--- src/rtl/readout_sequencer.sv ---
// readout_sequencer
// Walks the enabled digitizer channels in ascending order after an
// end-of-spill event and a programmable delay. For each channel it raises the
// channel trigger, issues the programmed number of read strobes (paced by the
// downstream ready), then waits for the channel's readout-done or a timeout.
//
// Ports:
//   clk_i          system clock, rising edge
//   rst_ni         asynchronous active-low reset
//   eos_i          end-of-spill; a rising edge starts a sequence from IDLE
//   chan_en_i      channels to read, latched at start
//   offset_i       cycles spent in DELAY before the first channel, latched at start
//   how_many_i     read requests per channel, latched at start
//   zynq_ready_i   downstream accepts a word this cycle
//   rodone_ni      per-channel readout done, active low
//   trigger_o      one-hot trigger of the active channel
//   rd_request_o   one-hot read strobe to the active channel
//   sel_o          index of the active channel
//   zynq_rd_en_o   high while a sequence is in progress
//   done_o         one-cycle pulse at sequence end
//   err_mask_o     sticky per-channel timeout flags, cleared at next start
module readout_sequencer #(
  parameter int CHAN  = 8,
  parameter int CNT_W = 12,
  parameter int OFF_W = 16,
  parameter int TMO   = 4096,
  localparam int SEL_W  = (CHAN > 1) ? $clog2(CHAN) : 1,
  localparam int TCNT_W = $clog2(TMO) + 1
) (
  input  logic              clk_i,
  input  logic              rst_ni,
  input  logic              eos_i,
  input  logic [CHAN-1:0]   chan_en_i,
  input  logic [OFF_W-1:0]  offset_i,
  input  logic [CNT_W-1:0]  how_many_i,
  input  logic              zynq_ready_i,
  input  logic [CHAN-1:0]   rodone_ni,
  output logic [CHAN-1:0]   trigger_o,
  output logic [CHAN-1:0]   rd_request_o,
  output logic [SEL_W-1:0]  sel_o,
  output logic              zynq_rd_en_o,
  output logic              done_o,
  output logic [CHAN-1:0]   err_mask_o
);

  typedef enum logic [2:0] {
    IDLE     = 3'd0,
    DELAY    = 3'd1,
    SELECT   = 3'd2,
    TRIG     = 3'd3,
    READ     = 3'd4,
    WAITDONE = 3'd5,
    FINISH   = 3'd6
  } state_e;

  state_e             state_q,    state_d;
  logic               eos_q;
  logic [CHAN-1:0]    pending_q,  pending_d;
  logic [SEL_W-1:0]   sel_q,      sel_d;
  logic [OFF_W-1:0]   dcnt_q,     dcnt_d;
  logic [CNT_W-1:0]   wcnt_q,     wcnt_d;
  logic [CNT_W-1:0]   how_many_q, how_many_d;
  logic [TCNT_W-1:0]  tcnt_q,     tcnt_d;
  logic [CHAN-1:0]    err_q,      err_d;

  logic               eos_rise;
  logic               read_ok;
  logic [SEL_W-1:0]   lowest_idx;

  // Start condition is a registered-compare rising edge, so a level held high
  // cannot retrigger a sequence.
  assign eos_rise = eos_i & ~eos_q;

  // A read strobe fires only while words remain and downstream is ready.
  assign read_ok = (state_q == READ) && zynq_ready_i && (wcnt_q != '0);

  // Lowest set bit of the pending mask; scanning downward lets the last
  // assignment win, which leaves the smallest index.
  always_comb begin
    lowest_idx = '0;
    for (int i = CHAN - 1; i >= 0; i--) begin
      if (pending_q[i]) lowest_idx = SEL_W'(i);
    end
  end

  // State register and datapath registers.
  always_ff @(posedge clk_i or negedge rst_ni) begin
    if (!rst_ni) begin
      state_q    <= IDLE;
      eos_q      <= 1'b0;
      pending_q  <= '0;
      sel_q      <= '0;
      dcnt_q     <= '0;
      wcnt_q     <= '0;
      how_many_q <= '0;
      tcnt_q     <= '0;
      err_q      <= '0;
    end else begin
      state_q    <= state_d;
      eos_q      <= eos_i;
      pending_q  <= pending_d;
      sel_q      <= sel_d;
      dcnt_q     <= dcnt_d;
      wcnt_q     <= wcnt_d;
      how_many_q <= how_many_d;
      tcnt_q     <= tcnt_d;
      err_q      <= err_d;
    end
  end

  // Next-state and datapath update.
  always_comb begin
    state_d    = state_q;
    pending_d  = pending_q;
    sel_d      = sel_q;
    dcnt_d     = dcnt_q;
    wcnt_d     = wcnt_q;
    how_many_d = how_many_q;
    tcnt_d     = tcnt_q;
    err_d      = err_q;

    unique case (state_q)
      IDLE: begin
        if (eos_rise) begin
          pending_d  = chan_en_i;
          how_many_d = how_many_i;
          err_d      = '0;
          dcnt_d     = offset_i;
          state_d    = (offset_i == '0) ? SELECT : DELAY;
        end
      end

      DELAY: begin
        // Leaving at dcnt==1 makes the stay exactly OFFSET cycles long.
        if (dcnt_q <= OFF_W'(1)) begin
          dcnt_d  = '0;
          state_d = SELECT;
        end else begin
          dcnt_d = dcnt_q - OFF_W'(1);
        end
      end

      SELECT: begin
        if (pending_q == '0) begin
          state_d = FINISH;
        end else begin
          sel_d   = lowest_idx;
          state_d = TRIG;
        end
      end

      TRIG: begin
        wcnt_d  = how_many_q;
        tcnt_d  = '0;
        state_d = (how_many_q == '0) ? WAITDONE : READ;
      end

      READ: begin
        if (read_ok) begin
          wcnt_d = wcnt_q - CNT_W'(1);
          if (wcnt_q == CNT_W'(1)) state_d = WAITDONE;
        end
      end

      WAITDONE: begin
        // A done seen on the same cycle as the timeout wins, so no error flag.
        if (!rodone_ni[sel_q]) begin
          pending_d[sel_q] = 1'b0;
          state_d          = SELECT;
        end else if (tcnt_q == TCNT_W'(TMO - 1)) begin
          err_d[sel_q]     = 1'b1;
          pending_d[sel_q] = 1'b0;
          state_d          = SELECT;
        end else begin
          tcnt_d = tcnt_q + TCNT_W'(1);
        end
      end

      FINISH: begin
        pending_d  = '0;
        how_many_d = '0;
        wcnt_d     = '0;
        tcnt_d     = '0;
        state_d    = IDLE;
      end

      default: state_d = IDLE;
    endcase
  end

  // Outputs are decoded from registered state only (plus the live ready for
  // the read strobe), so an asynchronous reset clears them at once.
  always_comb begin
    trigger_o    = '0;
    rd_request_o = '0;
    zynq_rd_en_o = (state_q != IDLE);
    done_o       = (state_q == FINISH);
    if (state_q == TRIG || state_q == READ || state_q == WAITDONE) begin
      trigger_o[sel_q] = 1'b1;
    end
    if (read_ok) begin
      rd_request_o[sel_q] = 1'b1;
    end
  end

  assign sel_o      = sel_q;
  assign err_mask_o = err_q;

endmodule
--- config.mk ---
export PLATFORM = sky130hd
export DESIGN_NAME = readout_sequencer
export DESIGN_NICKNAME = d
export VERILOG_FILES = /design/src/rtl/readout_sequencer.sv
export SDC_FILE = /design/constraint.sdc
export NUM_CORES = 1
export LEC_CHECK = 0
export CORE_MARGIN = 2
export CORE_UTILIZATION = 48
export CTS_CLUSTER_SIZE = 25
export DETAILED_ROUTE_END_ITERATION = 6
export HOLD_SLACK_MARGIN = 0.15
export PLACE_DENSITY = 0.81
export RECOVER_POWER = 100
export SYNTH_ARGS = -nofsm -noshare
export SYNTH_HDL_FRONTEND = slang
export SYNTH_SLANG_ARGS = --single-unit
--- constraint.sdc ---
create_clock -name clk_i -period 2.15 [get_ports clk_i]
set_input_delay 0.5375 -clock clk_i [delete_from_list [all_inputs] [get_ports clk_i]]
set_output_delay 0.5375 -clock clk_i [all_outputs]
set_load 0.05 [all_outputs]
==> qor.yml <==
grt_max_degree: 52
grt_pass1_vias: 4548
cp.required_ns: 2.39
hold_buffers: 0
pwr-share-clk_pct: 13.0
synth_edf_count: 0
ioPinCount: 77
synthDistinctLibCells: 63
yosys.area.top_type: "dfrtp_1"
die_h_um: 99.35
r2r-end: "state_q[0]"
multiInputGateArea_um2: 2639
ys.flop_type: "dfrtp_1"
min_from: "dcnt_q[7]"
htreeDepth: 3
avgSynthCellArea_um2: 8.888
place_congestion: 0.9366
path_max_fanout: 5
drc: 0
max_freq_mhz: 420.5
rsz0062_at_grt: "yes"
use_met3_pct: 4.006
dp_hpwl_um: 9306
fin_crit_ns: 2.378
finalHoldViolCount: 0
combPwrFrac_pct: 59.6
p_leak_nw: 2.842
ys_seq_area_share_pct: 43.58
timing.final.ws_setup_ns: -0.2280
firstDrtPassIters: 6
synth_cells: 491
regArea_um2: 1911
drive_gt1_share_pct: 30.47
reg2reg_slack_ns: -0.17
syn_to_final_growth_pct: 51.66
synth.most_common_cell: "dfrtp_1"
ant_nets: 0
cp-end-kind: "register"
vias: 4758
cap_viol_max_count: 0
routed_via_density: 6.171
critPathLaunch: "rodone_ni[2]"
max-slew-margin-rel_pct: 8.488
hold_end: "dcnt_q[7]"
cts_buffers: 9
wirelength_um: 14890
hp-class: "reg2reg"
vdd_drop_max_mv: 0.6695
power_switching_mw: 3.892
synth.net_count: 545
critPathLaunchType: "primary input"
clk_latency_ns: 0.37
port_buffers: 76
ys_ff_latch: 76
antenna_cells: 0
placementRows: 34
cts.sinks: 76
arrival_ns: 2.62
fin_total_pwr_mw: 8.822
fillCellCount: 563
die_w_um: 99.35
grt_use_total_pct: 27.58
worst_slew_pin_slew_ns: 1.373
grt_pass1_wl_um: 21860
power_density_nw_per_um2: 1333
tritoncts: "done"
grt-busiest-layer: "met2"
status: "finished, violations left"
dieArea_um2: 9870
worstSetupPathType: "in2reg"
yosysTopAreaCellShare_pct: 43.58
clk_pin_slew_ns: 0.07
syn-cell-area_um2: 4364
overflow: 0
slew_viol_final: 0
finalClockSkew_ns: 0.01604
synth.area.top_cells: "dfrtp_1 (44%), o21ai_0 (5.0%), nor2_1 (4.9%)"
grt_use_met2_pct: 47.25
synth_common_cells: "dfrtp_1 (76), nor2_1 (57), nand2_1 (49)"
drtIter0Drc: 379
synthArstFlopShare_pct: 100.0
p_sw_share_pct: 44.12
reg2reg_depth: 6
yosys_warnings: 0
post-route-period-util_pct: 110.6
p_int_mw: 4.930
violations: "negative setup slack"
clock_tree.root_cell: "clkbuf_8"
fin_nets: 712
wl_per_cell_um: 19.31
place_ws_ns: -0.3450
finalSetupViolCount: 35
min_path_cells: 1
core_um2: 8763
gr-usage-met1_pct: 34.60
antenna_found_initial: 0
initial_core_util_pct: 49.80
r2r-start: "tcnt_q[5]"
p_seq_share_pct: 27.4
clock_tree.buffer_depth: 2
-- power groups by stage --
| stage | Clock [mW] | Combinational, mW | Sequential [mW] |
|---|---|---|---|
| floorplan | 0 | 2.64 | 2.34 |
| global placement | 0 | 4.11 | 2.40 |
| detailed placement | 0 | 4.25 | 2.43 |
| CTS | 1.15 | 4.70 | 2.38 |
| global route | 1.21 | 5.62 | 2.46 |
| finish | 1.15 | 5.26 | 2.42 |
-- per-layer routing --
| metal | share of wire (%) | up-vias |
|---|---|---|
| met5 | 0 | - |
| met3 | 6.1 | 45 |
| met2 | 52 | 239 |
| li1 | - | 2148 |
| met4 | 2.7 | 0 |
| met1 | 39 | 2326 |
-- critical path: stages --
cell and delay, ns:
dlygate4sd3_1 0.57, mux2i_1 0.16, mux4_2 0.32, nor2_1 0.08, clkbuf_2 0.21, a2111oi_4 0.40
mux2_4 0.34
-- through the flow --
step	util, %	cell area (um^2)	std cells	TNS (ns)	hold WS [ns]
4_1_cts	72.90	6389	754	-1.580	0.1744
6_report	75.53	6619	771	-3.324	0.4891
5_1_grt	75.53	6619	771	-6.054	0.5247
3_3_place_gp	67.78	5939	724	-8.112	0.4763
2_1_floorplan	-	4522	491	-0.3498	0.2419
3_5_place_dp	67.78	5939	724	-11.18	0.4781
-- layout make-up --
cell class                 count  area share (%)
clock inverter                 4          0.7372
clock buffer                  12           2.344
timing repair buffer         178           25.16
multi-input combinational    376           39.87
sequential                    76           28.87
tap                          108           2.042
inverter                      17          0.9830
-- cell usage in the layout (no fill, tap or decap), types with 7 or more instances in the layout --
| cell type | instances |
|---|---|
| a21oi_1 | 40 |
| a22o_1 | 9 |
| a22oi_1 | 10 |
| buf_12 | 13 |
| buf_4 | 82 |
| buf_6 | 8 |
| clkbuf_1 | 7 |
| clkbuf_2 | 8 |
| clkbuf_8 | 11 |
| clkdlybuf4s50_1 | 51 |
| dfrtp_1 | 69 |
| dfrtp_2 | 7 |
| inv_1 | 15 |
| nand2_1 | 48 |
| nand3_1 | 8 |
| nand4_1 | 8 |
| nor2_1 | 43 |
| nor2_4 | 14 |
| nor3_1 | 15 |
| nor4_1 | 14 |
| o21ai_0 | 41 |
-- flip-flops by register name (all words and copies together) (netlist names) --
register / cells
dcnt_q: 16
eos_q: 1
err_mask_o: 8
how_many_q: 12
pending_q: 8
sel_o: 3
state_q: 3
tcnt_q: 13
wcnt_q: 12
-- timing repair --
item | CTS | global route
buffers inserted | 15 | 17
pin swaps | 7 | 15
endpoints found under the setup margin | 25 | 47
gates resized for setup | 29 | 38
-- kinds of logic (layout without fill, tap and decap cells) --
family	count (synthesis)	count (layout)	share of synthesized area [%]
flip-flops	76	76	43.58
XOR/XNOR	8	8	1.606
buffers and inverters	39	211	3.813
multiplexers	13	13	3.698
adder cells (fa/ha/maj)	6	6	1.720
AO/OA/AOI/OAI	146	146	22.19
AND/OR/NAND/NOR	203	203	23.39
-- how the worst max path moves through the flow --
stage / end / depth (start not counted)
finish: state_q[0] / 7
global route: state_q[0] / 7
CTS: rd_request_o[1] / 6
detailed placement: err_mask_o[5] / 8
global placement: tcnt_q[10] / 7
floorplan: pending_q[6] / 7
Note: power is estimated with default switching activity, not from simulation.
